**config.mk**
```make
export PLATFORM = sky130hd
export DESIGN_NAME = mem_responder
export DESIGN_NICKNAME = d
export VERILOG_FILES = /design/src/rtl/cpu_pkg.sv /design/src/rtl/mem_array.sv /design/src/rtl/mem_responder.sv
export SDC_FILE = /design/constraint.sdc
export NUM_CORES = 1
export LEC_CHECK = 0
export CORE_MARGIN = 8
export CORE_UTILIZATION = 35
export DETAILED_ROUTE_END_ITERATION = 10
export GPL_TIMING_DRIVEN = 0
export MAX_ROUTING_LAYER = met4
export PLACE_DENSITY_LB_ADDON = 0.2
export SYNTH_ARGS = -nofsm -noshare
export SYNTH_HDL_FRONTEND = slang
export SYNTH_HIERARCHICAL = 1
export SYNTH_SLANG_ARGS = --single-unit
```
**constraint.sdc**
```tcl
create_clock -name clk -period 3.5 [get_ports clk]
set_input_delay 0.35 -clock clk [delete_from_list [all_inputs] [get_ports clk]]
set_output_delay 0.35 -clock clk [all_outputs]
set_load 0.02 [all_outputs]
```
**src/rtl/cpu_pkg.sv**
```systemverilog
// Shared CPU/memory definitions: word geometry, opcodes, and the responder's
// state, request-source and request-record types.
package cpu_pkg;
  localparam int MEM_AW = 5;
  localparam int MEM_DW = 8;

  typedef enum logic [2:0] {
    HLT = 3'd0, SKZ = 3'd1, ADD = 3'd2, AND = 3'd3,
    XOR = 3'd4, LDA = 3'd5, STO = 3'd6, JMP = 3'd7
  } opcode_e;

  typedef enum logic {IDLE = 1'b0, BUSY = 1'b1} mem_state_e;

  typedef enum logic [1:0] {PORT_INS = 2'd0, PORT_DA = 2'd1, PORT_LD = 2'd2} mem_port_e;

  typedef enum logic [2:0] {
    SRC_NONE = 3'd0, SRC_PEND_INS = 3'd1, SRC_PEND_DA = 3'd2,
    SRC_INS = 3'd3, SRC_DA = 3'd4, SRC_LD = 3'd5
  } mem_src_e;

  typedef struct packed {
    mem_port_e           port;
    logic [MEM_AW-1:0]   addr;
    logic                we;
    logic [MEM_DW-1:0]   wdata;
  } mem_req_t;
endpackage

```
**src/rtl/mem_array.sv**
```systemverilog
// Word array with a registered read; a same-edge write to the read address
// is forwarded so the read returns the new value.
module mem_array
  import cpu_pkg::*;
#(
  parameter int AW = MEM_AW,
  parameter int DW = MEM_DW
) (
  input  logic          clk,
  input  logic          we,
  input  logic [AW-1:0] waddr,
  input  logic [DW-1:0] wdata,
  input  logic [AW-1:0] raddr,
  output logic [DW-1:0] rdata
);
  logic [DW-1:0] mem [0:(1<<AW)-1];

  always_ff @(posedge clk) begin
    if (we) begin
      mem[waddr] <= wdata;
    end
    if (we && (waddr == raddr)) begin
      rdata <= wdata;
    end else begin
      rdata <= mem[raddr];
    end
  end
endmodule

```
**src/rtl/mem_responder.sv**
```systemverilog
// Unified instruction/data/load responder: fixed-priority arbitration with a
// one-entry pending slot per CPU port and a fixed access latency.
module mem_responder
  import cpu_pkg::*;
#(
  parameter int AW      = MEM_AW,
  parameter int DW      = MEM_DW,
  parameter int LATENCY = 2
) (
  input  logic          clk,
  input  logic          rst,
  input  logic          ins_en,
  input  logic [AW-1:0] ins_addr,
  output logic [DW-1:0] ins_data,
  output logic          ins_valid,
  input  logic          da_en,
  input  logic          da_we,
  input  logic [AW-1:0] da_addr,
  input  logic [DW-1:0] da_wdata,
  output logic [DW-1:0] da_rdata,
  output logic          da_valid,
  input  logic          ld_en,
  input  logic [AW-1:0] ld_addr,
  input  logic [DW-1:0] ld_data,
  output logic          ld_ack,
  output logic          busy,
  output logic          overrun
);
  mem_state_e    state_r;
  logic [3:0]    cnt_r;
  mem_req_t      cur_r;
  logic          pend_ins_v_r;
  logic [AW-1:0] pend_ins_addr_r;
  logic          pend_da_v_r;
  mem_req_t      pend_da_r;

  mem_src_e      sel_src;
  mem_req_t      sel_req;
  logic          done_s, start_s;
  logic          ins_cap_s, ins_free_s, da_cap_s, da_free_s;
  logic          mem_we_s;
  logic [AW-1:0] raddr_s;
  logic [DW-1:0] rdata_s;

  always_comb begin
    sel_src = SRC_NONE;
    sel_req = '0;
    if (pend_ins_v_r) begin
      sel_src = SRC_PEND_INS;
      sel_req = '{port: PORT_INS, addr: pend_ins_addr_r, we: 1'b0, wdata: {DW{1'b0}}};
    end else if (pend_da_v_r) begin
      sel_src = SRC_PEND_DA;
      sel_req = pend_da_r;
    end else if (ins_en) begin
      sel_src = SRC_INS;
      sel_req = '{port: PORT_INS, addr: ins_addr, we: 1'b0, wdata: {DW{1'b0}}};
    end else if (da_en) begin
      sel_src = SRC_DA;
      sel_req = '{port: PORT_DA, addr: da_addr, we: da_we, wdata: da_wdata};
    end else if (ld_en) begin
      sel_src = SRC_LD;
      sel_req = '{port: PORT_LD, addr: ld_addr, we: 1'b1, wdata: ld_data};
    end else begin
      sel_src = SRC_NONE;
    end
  end

  assign done_s     = (state_r == BUSY) && (cnt_r == 4'd0);
  assign start_s    = (sel_src != SRC_NONE) && ((state_r == IDLE) || done_s);
  // A fresh strobe not taken this edge parks in its slot; the slot counts as
  // free if its occupant is being launched on this same edge.
  assign ins_cap_s  = ins_en && !(start_s && (sel_src == SRC_INS));
  assign ins_free_s = !pend_ins_v_r || (start_s && (sel_src == SRC_PEND_INS));
  assign da_cap_s   = da_en && !(start_s && (sel_src == SRC_DA));
  assign da_free_s  = !pend_da_v_r || (start_s && (sel_src == SRC_PEND_DA));
  assign mem_we_s   = done_s && cur_r.we && !rst;
  // Reads are issued one edge early so the word is ready at completion.
  assign raddr_s    = start_s ? sel_req.addr : cur_r.addr;

  mem_array #(.AW(AW), .DW(DW)) u_array (
    .clk   (clk),
    .we    (mem_we_s),
    .waddr (cur_r.addr),
    .wdata (cur_r.wdata),
    .raddr (raddr_s),
    .rdata (rdata_s)
  );

  always_ff @(posedge clk) begin
    if (rst) begin
      state_r         <= IDLE;
      cnt_r           <= 4'd0;
      cur_r           <= '0;
      pend_ins_v_r    <= 1'b0;
      pend_ins_addr_r <= {AW{1'b0}};
      pend_da_v_r     <= 1'b0;
      pend_da_r       <= '0;
      ins_data        <= {DW{1'b0}};
      da_rdata        <= {DW{1'b0}};
      ins_valid       <= 1'b0;
      da_valid        <= 1'b0;
      ld_ack          <= 1'b0;
      busy            <= 1'b0;
      overrun         <= 1'b0;
    end else begin
      ins_valid <= 1'b0;
      da_valid  <= 1'b0;
      ld_ack    <= 1'b0;
      if (done_s) begin
        case (cur_r.port)
          PORT_INS: begin
            ins_data  <= rdata_s;
            ins_valid <= 1'b1;
          end
          PORT_DA: begin
            if (!cur_r.we) begin
              da_rdata <= rdata_s;
            end
            da_valid <= 1'b1;
          end
          PORT_LD: ld_ack <= 1'b1;
          default: ld_ack <= 1'b0;
        endcase
      end

      if (start_s) begin
        cur_r   <= sel_req;
        cnt_r   <= 4'(LATENCY - 1);
        state_r <= BUSY;
        busy    <= 1'b1;
      end else if (done_s) begin
        state_r <= IDLE;
        busy    <= 1'b0;
      end else if (state_r == BUSY) begin
        cnt_r <= cnt_r - 4'd1;
      end

      if (ins_cap_s) begin
        if (ins_free_s) begin
          pend_ins_v_r    <= 1'b1;
          pend_ins_addr_r <= ins_addr;
        end else begin
          overrun <= 1'b1;
        end
      end else if (start_s && (sel_src == SRC_PEND_INS)) begin
        pend_ins_v_r <= 1'b0;
      end

      if (da_cap_s) begin
        if (da_free_s) begin
          pend_da_v_r <= 1'b1;
          pend_da_r   <= '{port: PORT_DA, addr: da_addr, we: da_we, wdata: da_wdata};
        end else begin
          overrun <= 1'b1;
        end
      end else if (start_s && (sel_src == SRC_PEND_DA)) begin
        pend_da_v_r <= 1'b0;
      end
    end
  end
endmodule

```
==> flow_summary.rst <==
.. list-table::
   :header-rows: 1

   * - Metric
     - Value
   * - Number of instances in the synthesized netlist
     - around 730
   * - Number of port buffers
     - 55
   * - Number of buffers inserted by post-CTS setup repair
     - 0
   * - Kind of cell adding the most delay to the critical path
     - simple AND/OR/NAND/NOR gates
   * - Sequential-to-total area share from yosys stat
     - 0.701
   * - DP Wirelength
     - roughly 20,000 um
   * - Routability cong.
     - 0.750
   * - Number of H-tree levels
     - 2
   * - Most instantiated library cell after synthesis
     - edfxtp_1
   * - Worst Hold Path Cells
     - 3
   * - Final Worst Setup Slack
     - 0.0655 ns
   * - Post-synthesis to final-layout area growth
     - 17.6%
   * - Largest net degree at the start of global routing
     - 34
   * - Share of final-layout standard cells stronger than drive strength 1
     - 0.189
   * - Area of the core region
     - 36,400 um2
   * - Worst hold-check path type
     - input port to register
   * - Worst Max-Slew Pin Slew
     - 1.25 ns
   * - Switching part of the total power
     - 0.240
   * - Top-level port count
     - a little under 60
   * - WP data arrival
     - 3.57 ns
   * - Asr flop ratio synth
     - 0
   * - Required time at the worst-slack endpoint
     - 3.64 ns
   * - CTS Root Cell
     - clkbuf_16
   * - Global-route usage over all layers
     - 0.140
   * - Post-route setup TNS
     - 0 ns
   * - Worst Hold End
     - cur_r[15]
   * - Mean routed wirelength per cell
     - 22.5 um
   * - Result of the run
     - finished clean
   * - Clock insertion delay at the later pin of the skew report
     - around 0.51 ns
   * - Leakage power of the design
     - 4.66 nW
   * - Average via count per standard cell
     - roughly 5.2
   * - Count of clock tree sinks
     - 324
   * - Die area
     - about 43,000 um2
   * - Clock Path Buffers
     - 3
   * - Clock edge transition at the registers on the reported setup and hold paths
     - 0.06 ns
   * - Total wire length after detailed routing
     - slightly below 30,000 um
   * - Biggest area contributors in the synthesized netlist
     - edfxtp_1, mux4_2, dfxtp_1, mux2i_1, nand2b_1
   * - DRC viols
     - 0
   * - Width of the die
     - 208 um
   * - Clock power share
     - 0.388
   * - R2R Setup Slk
     - around 0.065 ns
   * - Final min period
     - 3.43 ns
   * - Switching power total
     - roughly 2.2 mW
   * - TritonCTS buffer count
     - 35
   * - Die Y-Extent
     - roughly 210 um
   * - Number of vias after detailed routing
     - 6,864
   * - Clock tree from TritonCTS
     - built
   * - Net Count, Synth
     - 771
   * - Worst supply voltage drop on vdd
     - 0.317 mV
   * - Crit path kind
     - register to register
   * - Max-capacitance violation count
     - 0
   * - Number of hold-slack violations in the final timing report
     - 0
   * - Overall Power
     - a little over 9 mW
   * - Synthesis Warnings
     - 6
   * - Core Util, Final
     - 0.416
   * - Placed insts
     - 1,256
   * - Critical path cell sequence
     - clkbuf_1, nand4bb_1, or2_2, nor2_1, or3b_2, clkbuf_1, nor2_1
   * - Flop pwr share
     - 0.477
   * - Internal portion of total power
     - about 6.9 mW
   * - Total power divided by cell area
     - 597 nW/um2
   * - Final-report max-slew violation count
     - 0
   * - Fraction of synthesized cell area taken by the top area cell type
     - 0.596
   * - Slew headroom
     - 0.164
   * - Area of the mapped netlist
     - 12,900 um2
   * - CP max FO
     - 10
   * - Number of cells in the finished layout apart from fillers
     - 1,321
   * - Library cell occupying the most area in the post-synthesis netlist
     - edfxtp_1
   * - Number of global-route vias before repair
     - 7,074
   * - Largest clock skew in the final design
     - 0.0194 ns
   * - Antenna violation net count after detailed routing
     - 0
   * - Final worst-path cycle share
     - 0.981
   * - Ranking of synthesized cells by instance count
     - edfxtp_1, mux4_2, dfxtp_1
   * - Initial antenna violation count
     - 0
   * - Synth unique cells
     - 44
   * - Total congestion overflow after global routing
     - 0
   * - Syn avg cell area
     - approximately 18 um2
   * - Startpoint of the lowest-slack register-to-register path
     - state_r
   * - Post-synth EDFFs
     - 256
   * - Top_reg_cell synth
     - edfxtp_1
   * - Highest Clock Rate
     - 291 MHz
   * - Element type at the critical path end
     - register
   * - Worst Reg2Reg Path Length in Cells
     - 7
   * - Iteration-0 DRC Markers
     - 475
   * - Buffers plus inverters on the worst setup path
     - 2
   * - Diodes inserted
     - 0
   * - First-pass GRT wire length
     - 45,300 um
   * - RSZ-0062 raised after global routing
     - true
   * - Critical register-to-register path endpoint
     - u_array/mem[12][1]
   * - Std-Cell Rows
     - 70
   * - Slowest-stage cell, CP
     - nor2_1
   * - Relative contribution of combinational cells to total power
     - 0.134
   * - Pre-CTS setup slack
     - -0.221 ns
   * - Final #Nets
     - 865
   * - Startpoint of the most critical hold path
     - ld_en
   * - Post-synthesis sequential element count
     - 324
   * - Startpoint kind of the worst setup timing path
     - register
   * - Largest stage delay on the critical path
     - 0.74 ns
   * - Endpoints failing setup
     - 0
   * - Initial Util
     - 0.354
   * - Drt pass-1 iters
     - 8
area by class of cell:
| class | count | area [um2] |
|---|---|---|
| clock buffers | 48 | 956 |
| clock inverters | 16 | 138 |
| flip-flops and latches | 324 | 9050 |
| inverters | 8 | 30.0 |
| multi-input cells | 354 | 3610 |
| plain buffers | 46 | 223 |
| well taps | 468 | 586 |
| repair buffers | 57 | 583 |
| fillers | 3295 | 21300 |
metrics by stage:
step	cell area, um2	hold WS, ns
2_1_floorplan	12900	0.439
3_3_place_gp	14000	0.457
3_5_place_dp	14000	0.466
4_1_cts	15100	0.308
5_1_grt	15200	0.345
6_report	15200	0.329
placed cells by master, fill, tap and decap left out, types with 2 or more instances in the layout:
| master | n |
|---|---|
| nand2b_1 | 40 |
| edfxtp_1 | 256 |
| or2_2 | 2 |
| or3b_2 | 3 |
| buf_6 | 2 |
| bufinv_16 | 2 |
| mux2_2 | 8 |
| a31oi_1 | 4 |
| clkdlybuf4s50_1 | 55 |
| inv_1 | 8 |
| a21oi_1 | 9 |
| nand3b_1 | 10 |
| nand2_1 | 13 |
| buf_1 | 6 |
| buf_2 | 2 |
| mux2i_1 | 36 |
| o2bb2ai_1 | 9 |
| dfxtp_2 | 3 |
| clkbuf_1 | 41 |
| nor2_2 | 2 |
| or3_1 | 5 |
| o21ai_0 | 7 |
| nor4_1 | 3 |
| mux4_2 | 80 |
| a211oi_1 | 9 |
| nand3_1 | 5 |
| ha_1 | 2 |
| buf_4 | 6 |
| nor2b_1 | 6 |
| clkinv_1 | 7 |
| clkbuf_16 | 36 |
| nor2_1 | 64 |
| nor3_1 | 15 |
| clkinv_2 | 4 |
| dfxtp_1 | 65 |
| a222oi_1 | 8 |
routing by layer:
layer / part of all wire / vias to the layer above / global-route usage / routed length, um
li1: - / 3085 / - / -
met1: 0.48 / 3577 / 0.197 / 14100
met2: 0.46 / 156 / 0.210 / 13700
met3: 0.043 / 46 / 0.0233 / 1270
met4: 0.021 / 0 / 0.0360 / 619
met5: 0 / - / - / 0
repair_timing:
item / in CTS / in global routing
endpoints found under the setup margin: 0 / 73
hold buffers: 0 / 0
resized for setup: 0 / 2
worst max path at each step:
stage	to	depth (start not counted)	start
2_1_floorplan	u_array/mem[0][0]	7	state_r
5_1_grt	u_array/mem[24][2]	7	state_r
3_5_place_dp	u_array/mem[12][2]	7	rst
4_1_cts	u_array/mem[12][1]	7	state_r
3_3_place_gp	u_array/mem[8][2]	7	rst
6_report	u_array/mem[12][1]	7	state_r
flip-flops by register name, summed over array words and instances (netlist names), 4 cells and up, named ones only:
register	flops
cnt_r	4
cur_r	16
da_rdata	8
ins_data	8
pend_da_r	15
pend_ins_addr_r	5
u_array/mem	256
cells by family (layout without fill, tap and decap cells):
| group | after synthesis | in the layout | synth area share |
|---|---|---|---|
| xor+xnor | 1 | 1 | 0.000679 |
| simple gates | 172 | 172 | 0.0685 |
| mux | 124 | 124 | 0.175 |
| buf+inv | 54 | 175 | 0.0196 |
| fa+ha+maj | 2 | 2 | 0.00194 |
| flops | 324 | 324 | 0.701 |
| compound gates | 55 | 55 | 0.0335 |
worst reg2reg max path: cells and delay by family (launching register included):
| kind | cells | cell delay [ns] |
|---|---|---|
| buf+inv | 2 | 0.64 |
| flops | 1 | 0.34 |
| simple gates | 5 | 2.09 |
power by group through the flow:
stage | clock network (mW) | logic, mW | registers, mW
CTS | 3.61 | 1.23 | 4.33
detailed placement | 0 | 1.22 | 4.41
global route | 3.77 | 1.30 | 4.34
floorplan | 0 | 0.802 | 4.38
global placement | 0 | 1.22 | 4.40
finish | 3.51 | 1.22 | 4.32
No activity file was read; power rests on OpenSTA's default activity.
==> RTL edit: new RTL, same flow settings <==
The package constant `MEM_AW` goes from 5 to 6.
--- a/src/rtl/cpu_pkg.sv
+++ b/src/rtl/cpu_pkg.sv
@@ -1,7 +1,7 @@
 // Shared CPU/memory definitions: word geometry, opcodes, and the responder's
 // state, request-source and request-record types.
 package cpu_pkg;
-  localparam int MEM_AW = 5;
+  localparam int MEM_AW = 6;
   localparam int MEM_DW = 8;
 
   typedef enum logic [2:0] {
Interface: changed (resized da_addr, ins_addr and ld_addr); port bits go from 58 to 61. No check against the original RTL was run, so the function may have changed too.
==> RTL edit against the unedited design <==
Sequential cell count up 260. Critical endpoint is now u_array/mem[6][1]$_DFFE_PP_. Highest routed layer unchanged. Combinational power up 98%. Cell area up 78%. Total power up 81%. Sequential power up 80%. Area after synthesis up 80%. Via count up 79%. Wire length up 110%. Clock skew up 0.0032 ns. Worst setup slack better by 0.0056 ns. Largest cell class unchanged.
==> RTL edit: results (changes against the unedited design) <==
* Status: complete, no violations
* Resized Gates After CTS at 25 (+25)
* FILL cells at 5810 (+76%)
* Initial DRC count at 1072 (+130%)
* Drt pass-1 iters at 5 (-3)
* Number of synthesized flops with an enable pin at 512 (+100%)
* Largest registers: u_array/mem x512, cur_r x17, pend_da_r x16
* Multi-input gate area at 6040 sq um (+67%)
* Area delta synth->final at 16.5%
* Worst-Margin Slew at 1.26 ns (+0.0125 ns)
* Worst Hold Path Cells at 5 (+2)
* Hold WS at 0.331 ns (+0.00171 ns)
* #MultiIn Comb at 607 (+71%)
* First-pass GRT wire length at 89100 um (+97%)
* FF/Latch Area at 16800 sq um (+86%)
* Detail Placement HPWL at 41500 um (+110%)
* Seq_cells at 584 (+80%)
* Yosys cell types at 63 (+43%)
* Worst setup margin at 0.0711 ns (+0.00562 ns)
* Worst r2r dst: u_array/mem[6][1]$_DFFE_PP_
* Leakage at 8.02 nW (+72%)
* Via count at 12289 (+79%)
* Placed insts at 2203 (+75%)
* WHS Endpoint: cur_r[8]$_SDFFE_PP0P_
* Utilization after layout at 0.411 (-0.00496)
* Synth top area cells: edfxtp_1, mux4_2, dfxtp_1
* CP peak stage delay at 0.76 ns (+0.02 ns)
* Wire per inst at 26.5 um (+18%)
* DR vias/cell at 5.32 (+2.3%)
* Inverters at 5 (-3)
* CP max stage cell: nor2_2
* Placed cell areas at 25100 sq um (+79%)
* Initial antenna violation count at 2 (+2)
* Comb group at 0.00241 W (+98%)
* Layout cells sized above 1 at 0.223 (+0.0343)
* Largest net degree at the start of global routing at 50 (+47%)
* Count of input and output buffers at 59 (+7.3%)
* Worst-Skew Late Latency at 0.63 ns (+0.12 ns)
* Seq power at 0.00776 W (+80%)
* Critical Path Fanout Max at 8 (-2)
* Non-clock buffer count at 142 (+38%)
* Pre-CTS setup slack at -0.710 ns (-0.489 ns)
* Power Dens Cells at 606 nW/um^2 (+1.5%)
* Worst hold path type: primary input to register
* CP startpoint: cnt_r[0]$_SDFFE_PP0P_
* Clock buf count at 87 (+81%)
* Total CTS buffers at 60 (+71%)
* Skew final at 0.0225 ns (+0.00316 ns)
* Yosys warns at 6 (unchanged)
* Fin nets at 1442 (+67%)
* Seq/Total Area, Yosys at 0.724 (+0.0227)
* Vias in the first global route at 12773 (+81%)
* Synth top cells by count: edfxtp_1, mux4_2, nor2_1
* Peak VDD IR at 0.000378 V (+19%)
* Fraction of area in multi-input gates at 0.223 (-0.0145)
==> RTL edit: per-layer routing <==
| metal | global-route usage | share of wire | vias to the layer above | wire [um] |
|---|---|---|---|---|
| met4 | 0.0534 | 0.029 | 0 | 1760 |
| met3 | 0.0355 | 0.059 | 112 | 3610 |
| met1 | 0.220 | 0.44 | 6494 | 26600 |
| li1 | - | - | 5364 | - |
| met2 | 0.259 | 0.48 | 319 | 29200 |
| met5 | - | 0 | - | 0 |
==> RTL edit: kinds of logic (layout without fill, tap and decap cells) <==
logic type | count (synthesis) | count (layout) | synth area share
AOI/OAI and AO/OA | 111 | 111 | 0.0375
DFF | 584 | 584 | 0.724
buffers and inverters | 81 | 257 | 0.0197
xor gates and xnor gates | 2 | 2 | 0.000754
adders and majority gates | 2 | 2 | 0.00108
and+or+nand+nor | 293 | 293 | 0.0626
muxes | 199 | 199 | 0.154
